`config.mk`:
```
export PLATFORM = sky130hd
export DESIGN_NAME = rca_share_arbiter
export DESIGN_NICKNAME = d
export VERILOG_FILES = /design/src/rtl/rca_share_arbiter.sv
export SDC_FILE = /design/constraint.sdc
export NUM_CORES = 1
export LEC_CHECK = 0
export BUFFER_PORTS_ARGS = -buffer_cell sky130_fd_sc_hd__buf_4
export CAP_MARGIN = 20
export CORE_AREA = 2 2 310 312
export CTS_CLUSTER_SIZE = 28
export DETAILED_ROUTE_END_ITERATION = 8
export DIE_AREA = 0 0 312 314
export GPL_TIMING_DRIVEN = 0
export SYNTH_ARGS = -nofsm -noshare
export SYNTH_HDL_FRONTEND = slang
export SYNTH_SLANG_ARGS = --single-unit
```
`constraint.sdc`:
```
create_clock -name clk -period 1.8 [get_ports clk]
set_input_delay 0.09 -clock clk [delete_from_list [all_inputs] [get_ports clk]]
set_output_delay 0.09 -clock clk [all_outputs]
set_load 0.05 [all_outputs]
```
`src/rtl/rca_share_arbiter.sv`:
```
// rca_share_arbiter: round-robin front end that time-shares one external
// combinational ripple-carry adder among NREQ requesters. A granted
// request's operands are registered onto the add_* ports and held for
// SETTLE_CYCLES clocks so the slow carry chain resolves as a multicycle
// path. The sum and carry are then captured and returned with the owner ID
// over a valid/ready response channel.
module rca_share_arbiter #(
  parameter int WIDTH         = 64,
  parameter int NREQ          = 4,
  parameter int IDW           = 2,
  parameter int SETTLE_CYCLES = 3
) (
  input  logic                  clk,
  input  logic                  rst_n,
  input  logic [NREQ-1:0]       req_valid,
  output logic [NREQ-1:0]       req_ready,
  input  logic [NREQ*WIDTH-1:0] req_a,
  input  logic [NREQ*WIDTH-1:0] req_b,
  input  logic [NREQ-1:0]       req_cin,
  output logic                  resp_valid,
  input  logic                  resp_ready,
  output logic [WIDTH-1:0]      resp_sum,
  output logic                  resp_cout,
  output logic [IDW-1:0]        resp_id,
  output logic [WIDTH-1:0]      add_a,
  output logic [WIDTH-1:0]      add_b,
  output logic                  add_cin,
  input  logic [WIDTH-1:0]      add_sum,
  input  logic                  add_cout
);

  // The counter only ever holds 0..SETTLE_CYCLES-1.
  localparam int CNTW = (SETTLE_CYCLES > 1) ? $clog2(SETTLE_CYCLES) : 1;
  localparam logic [CNTW-1:0] CNT_LAST = CNTW'(SETTLE_CYCLES - 1);

  localparam logic [1:0] S_IDLE   = 2'd0;
  localparam logic [1:0] S_SETTLE = 2'd1;
  localparam logic [1:0] S_RESP   = 2'd2;

  logic [1:0]       state_q,      state_d;
  logic [CNTW-1:0]  cnt_q,        cnt_d;
  logic [IDW-1:0]   rr_ptr_q,     rr_ptr_d;
  logic [WIDTH-1:0] add_a_q,      add_a_d;
  logic [WIDTH-1:0] add_b_q,      add_b_d;
  logic             add_cin_q,    add_cin_d;
  logic             resp_valid_q, resp_valid_d;
  logic [WIDTH-1:0] resp_sum_q,   resp_sum_d;
  logic             resp_cout_q,  resp_cout_d;
  logic [IDW-1:0]   resp_id_q,    resp_id_d;

  logic [NREQ-1:0][WIDTH-1:0] op_a;
  logic [NREQ-1:0][WIDTH-1:0] op_b;
  logic                       win_found;
  logic [IDW-1:0]             win_idx;
  logic                       grant;

  // Unpack the flat operand buses into per-requester lanes.
  for (genvar g = 0; g < NREQ; g++) begin : g_lane
    assign op_a[g] = req_a[g*WIDTH +: WIDTH];
    assign op_b[g] = req_b[g*WIDTH +: WIDTH];
  end

  // Round-robin pick: nearest valid requester after ptr, wrapping. Walking
  // k downward lets the closest candidate overwrite farther ones.
  function automatic logic [IDW:0] rr_pick(input logic [NREQ-1:0] v,
                                           input logic [IDW-1:0]  ptr);
    logic [IDW:0]   r;
    logic [IDW-1:0] ci;
    int             c;
    r = '0;
    for (int k = NREQ; k >= 1; k--) begin
      c  = (int'(ptr) + k) % NREQ;
      ci = IDW'(c);
      if (v[ci]) r = {1'b1, ci};
    end
    return r;
  endfunction

  assign {win_found, win_idx} = rr_pick(req_valid, rr_ptr_q);

  // Grants are only offered from IDLE; a request seen during RESP waits.
  assign grant     = (state_q == S_IDLE) && win_found;
  assign req_ready = (rst_n && grant) ? (NREQ'(1) << win_idx) : '0;

  // Sequencer: accept -> hold operands SETTLE_CYCLES edges -> capture -> respond.
  always_comb begin
    state_d      = state_q;
    cnt_d        = cnt_q;
    rr_ptr_d     = rr_ptr_q;
    add_a_d      = add_a_q;
    add_b_d      = add_b_q;
    add_cin_d    = add_cin_q;
    resp_valid_d = resp_valid_q;
    resp_sum_d   = resp_sum_q;
    resp_cout_d  = resp_cout_q;
    resp_id_d    = resp_id_q;
    case (state_q)
      S_IDLE: begin
        if (grant) begin
          add_a_d   = op_a[win_idx];
          add_b_d   = op_b[win_idx];
          add_cin_d = req_cin[win_idx];
          resp_id_d = win_idx;
          rr_ptr_d  = win_idx;
          cnt_d     = '0;
          state_d   = S_SETTLE;
        end
      end
      S_SETTLE: begin
        if (cnt_q == CNT_LAST) begin
          resp_sum_d   = add_sum;
          resp_cout_d  = add_cout;
          resp_valid_d = 1'b1;
          cnt_d        = '0;
          state_d      = S_RESP;
        end else begin
          cnt_d = cnt_q + CNTW'(1);
        end
      end
      S_RESP: begin
        if (resp_ready) begin
          resp_valid_d = 1'b0;
          state_d      = S_IDLE;
        end
      end
      default: state_d = S_IDLE;
    endcase
  end

  // State and datapath registers; reset drops any in-flight operation.
  always_ff @(posedge clk or negedge rst_n) begin
    if (!rst_n) begin
      state_q      <= S_IDLE;
      cnt_q        <= '0;
      rr_ptr_q     <= IDW'(NREQ - 1);
      add_a_q      <= '0;
      add_b_q      <= '0;
      add_cin_q    <= 1'b0;
      resp_valid_q <= 1'b0;
      resp_sum_q   <= '0;
      resp_cout_q  <= 1'b0;
      resp_id_q    <= '0;
    end else begin
      state_q      <= state_d;
      cnt_q        <= cnt_d;
      rr_ptr_q     <= rr_ptr_d;
      add_a_q      <= add_a_d;
      add_b_q      <= add_b_d;
      add_cin_q    <= add_cin_d;
      resp_valid_q <= resp_valid_d;
      resp_sum_q   <= resp_sum_d;
      resp_cout_q  <= resp_cout_d;
      resp_id_q    <= resp_id_d;
    end
  end

  assign add_a      = add_a_q;
  assign add_b      = add_b_q;
  assign add_cin    = add_cin_q;
  assign resp_valid = resp_valid_q;
  assign resp_sum   = resp_sum_q;
  assign resp_cout  = resp_cout_q;
  assign resp_id    = resp_id_q;

endmodule

```
# Yosys cells after proc, flatten, opt, wreduce, memory -nomap -nowiden
# Index checks and enable logic that the tools add are counted.
# totals
register_bits,203
input_bits,588
output_inout_bits,201
elab_cells,66
# classes
addsub,5
n_lt_le_gt_ge,5
eq_ne,6
shifts,1
n_mux,29
n_reduce_logical,10
# op_table
operator,n
binary-select mux 64 bit (select 2 bit),2
2-to-1 mux 64 bit,2
"less-than comparator 2 x 3 -> 1 bit, second input constant",5
2-to-1 mux 3 bit,4
binary-select mux 1 bit (select 2 bit),5
2-to-1 mux 2 bit,5
2-to-1 mux 1 bit,7
"adder 2 x 1 -> 2 bit, second input constant",3
"!= test 2 bit, second input constant",3
one-hot mux 2 bit (3 select lines),1
AND reduction 2 bit,3
AND reduction 3 bit,2
"adder 2 bit, second input constant",2
"== test 2 bit, second input constant",2
2-to-1 mux 4 bit,1
one-hot mux 2 bit (2 select lines),1
nonzero test 2 bit,2
"left shift 1 x 2 -> 4 bit, first input constant",1
"== test 2 x 1 -> 1 bit, second input constant",1
logical AND 1 bit,2
logical NOT 2 bit,1
one-hot mux 1 bit (2 select lines),1

# Depth between registers and ports, before layout
# depth
depth_word,10
depth_mapped,8
depth_no_buf,5

# Worst setup path after synthesis
# No wires, ideal clock.
# synth_timing
path_type,flip-flop to output port
from,register rr_ptr_q[1]
to,output req_ready[1]
arrival_time_ns,2.638
t_required_ns,1.710
path_slack_ns,-0.928
path_stages_with_launch,8
path_buffers,3
path_cell_list,dfstp_2 -> inv_2 -> o32a_1 -> buf_2 -> clkbuf_1 -> clkbuf_1 -> and2_1 -> nor3_1
# synth_between
elab_chain_cells,10
word_cells_on_any_way,20
classes_between,4 x add/sub; 1 x shift; 13 x mux; 2 x reduce/logical
# synth_lines
item,line_no,text
"start, declared",42,"logic [IDW-1:0] rr_ptr_q, rr_ptr_d;"
"start signal, assigned",135,rr_ptr_q <= IDW'(NREQ - 1);
"start signal, assigned",146,rr_ptr_q <= rr_ptr_d;
adder 2 x 1 -> 2 bit,72,c = (int'(ptr) + k) % NREQ;
binary-select mux 1 bit (select 2 bit),74,"if (v[ci]) r = {1'b1, ci};"
2-to-1 mux 1 bit (not written as such),74,
2-to-1 mux 3 bit (3 in series),74,
2-to-1 mux 3 bit *,74,
logical AND 1 bit,82,assign grant = (state_q == S_IDLE) && win_found;
logical AND 1 bit,83,assign req_ready = (rst_n && grant) ? (NREQ'(1) << win_idx) : '0;
2-to-1 mux 4 bit *,83,
"end, declared",16,"output logic [NREQ-1:0] req_ready,"
# Every way passes the cells marked *; elsewhere a longest branch is shown, timed or not. The select of a mux whose other input is x is not followed.

# Final worst setup path
# layout_timing
from,register rr_ptr_q[0]
to,output req_ready[2]
# Same word-level chain as after synthesis.

==> reports/qor.txt <==
Outcome - finished, violations left
Failing checks - setup timing
MaxCap Viol Count - 0
DRT Wirelength - 92100 um
Number of synthesized register bits - 203
Layout cells sized above 1 - 48.1%
M1 wire length - 36800 um
Synth cell types - 33
Fin. Hold Viols - 0
Post-synth top area share - 43.4%
DRT antenna net count - 0
Placed Cells - 3285
Hold Path Class - in2reg
Mapped Area - 11600 um2
Metal3 WL - 7910 um
Critical Path Start - rr_ptr_q[0]$_DFFE_PN1P_
DP HPWL - 63700 um
Die W - 312 um
Synth area leaders - dfrtp_1 (43%), a211oi_1 (14%), and3_1 (14%), mux2_2 (6.3%), nor3_1 (5.7%)
Clock transition at the registers of the reported paths - 60 ps
Register Area - 5080 um2
Critical Path End Type - primary output
CTS root buf - clkbuf_16
Synth warn - 0
Drt drc - 0
Crit Path Category - reg2out
Non-filler instance count after layout - 3997
Area grow syn2layout - 150%
DR iter-0 viols - 1406
RR Startpoint - rr_ptr_q[0]$_DFFE_PN1P_
Util after Layout - 30.7%
CP Launch Type - flop
Largest net degree at the start of global routing - 99
PD cells - 1520 nW/um2
Setup WS post-layout - -931 ps
Worst skew pair latency - 630 ps
Final Cycle Share - 152%
Avg Cell Area, Syn - 9.44 um2
Final global-route overflow total - 0
Leakage power - 12.8 nW
Req. time, crit path - 1710 ps
Async set-or-reset flop fraction in the synthesized netlist - 100%
Final Skew - 15.0 ps
CTS tree - built
Sequential fraction of the synthesis area - 43.9%
Max Fclk - 0.366 GHz
CTS buffer count - 30
GRT Overall Usage - 17.4%
Critical path fanouts, max - 2
H-tree depth - 1
Initial core utilization - 12.3%
Max-slew violations - 0
Via count - 17200
Port Buffers - 788
Critical Path AT - 2640 ps
Die ar. - 98000 um2
Vias in the first global route - 18100
FP Rows - 113
Final nets - 3282
Max IR drop VDD - 0.000705 V
Multi-input gate area in the final layout - 7050 um2
Synth area leader - dfrtp_1
Gpl congestion - 0.909
First-pass GRT wire length - 125000 um
Post-Syn Nets - 1815
Fill cells - 9435
Drt wl/cell - 23.0 um
Hold Startpoint - req_a[137]
Post-Syn Instances - 1227
Max layer used - met4
Place WS - -2210 ps
Least-Margin Pin Slew - 968 ps
Top FF cell, synth - dfrtp_1
Die Ht - 314 um
RSZ-0062 raised after global routing - yes
Placeable Area - 94400 um2
Worst-case clock buffer depth - 3
Total power - 0.0439 W
DR pass1 iterations - 5
Final setup viols - 152
Post-synth EDFFs - 0
Vias per cell - 4.31
Relative slew slack - 34.9%
IO Count - 789
Antenna violations before repair - 10
Crit path time final - 2730 ps
Met2 WL - 42600 um
Clock Sink Count - 203
[synth_stat cells, drive strengths merged, types with 2 or more instances]
master,count
o21ai,4
a211oi,258
nor2,136
mux2,65
a21oi,5
and3,258
nand2b,3
dfrtp,201
nor3,132
a21o,3
inv,6
clkbuf,90
nand2,3
and2,2
dfstp,2
buf,48
[kinds of logic after synthesis]
family,after synthesis,synth area share [%]
buffers and inverters,144,5.64
AND/OR/NAND/NOR,539,24.7
AO/OA/AOI/OAI,275,19.4
multiplexers,66,6.40
flip-flops,203,43.9
[final cells by class]
| class | instances | area share, % |
|---|---|---|
| clock inverters | 15 | 0.579 |
| well taps | 1265 | 5.47 |
| multi-input cells | 880 | 24.3 |
| diodes | 15 | 0.130 |
| inverters | 6 | 0.0864 |
| clock buffers | 40 | 2.83 |
| plain buffers | 131 | 4.34 |
| flip-flops and latches | 203 | 17.6 |
| repair buffers | 1442 | 44.7 |
[worst max-delay path, cell delays in order (launching register included)]
cell and delay, ps:
dfstp_2 580, nand2b_4 160, a21oi_4 50, or4b_4 540
buf_12 150, or2_4 250, nor2_4 120, buf_8 150
[routing by layer]
metal,up-vias,global-route usage [%]
li1,7559,-
met4,0,7.92
met5,-,0
met2,1071,28.5
met1,8380,21.4
met3,217,4.51
[state kept, by name (all words and copies together), names as in the netlist, 2 cells and up]
signal    count
resp_sum     64
resp_id       2
add_b        64
state_q       2
cnt_q         2
rr_ptr_q      2
add_a        64
[worst paths after layout]
kind | slack, ps | endpoint | depth (start not counted)
max in group asynchronous | -510 | add_a[33]$_DFFE_PN0P_ | 9
setup reg to reg | -860 | add_b[26]$_DFFE_PN0P_ | 10
hold / removal | 60 | add_a[9]$_DFFE_PN0P_ | 5
hold reg to reg | 500 | resp_valid$_DFFE_PN0P_ | 1
setup / recovery | -930 | req_ready[2] | 7
min in group asynchronous | 630 | add_a[21]$_DFFE_PN0P_ | 7
[report_power, final]
| group | total [W] | internal (W) | switching (W) |
|---|---|---|---|
| clock network | 0.00609 | 0.00349 | 0.00261 |
| logic | 0.0293 | 0.0107 | 0.0187 |
| registers | 0.00845 | 0.00694 | 0.00150 |
| total | 0.0439 | 0.0211 | 0.0228 |
[through the flow]
| stage | area, um2 | hold slack [ps] | TNS, ps |
|---|---|---|---|
| CTS | 28300 | 24.9 | -93130 |
| floorplan | 12200 | -206 | -17500 |
| detailed placement | 19800 | 14.8 | -259790 |
| global route | 28900 | 41.4 | -108970 |
| global placement | 19700 | 324 | -581670 |
| finish | 29000 | 60.7 | -91890 |
[placed cells by master, fill, tap and decap left out, types with 18 or more instances in the layout]
cell type and n:
buf_6 25, clkbuf_16 47, mux2_2 65, a211oi_1 99
nor3_2 30, buf_2 18, nor2_1 132, buf_8 19
a211oi_4 36, buf_12 24, clkbuf_2 31, dfrtp_1 200
a211oi_2 123, dlygate4sd3_1 580, nor3_1 99, clkbuf_1 31
and3_1 249, buf_4 807
[repair_timing]
item,in CTS,in global routing
cloned,11,4
setup buffers,33,19
endpoints found under the hold margin,397,143
setup endpoints to repair,197,195
hold buffers,585,3
resized for setup,239,145
pin swaps,97,112
No activity file was read; power rests on OpenSTA's default activity.
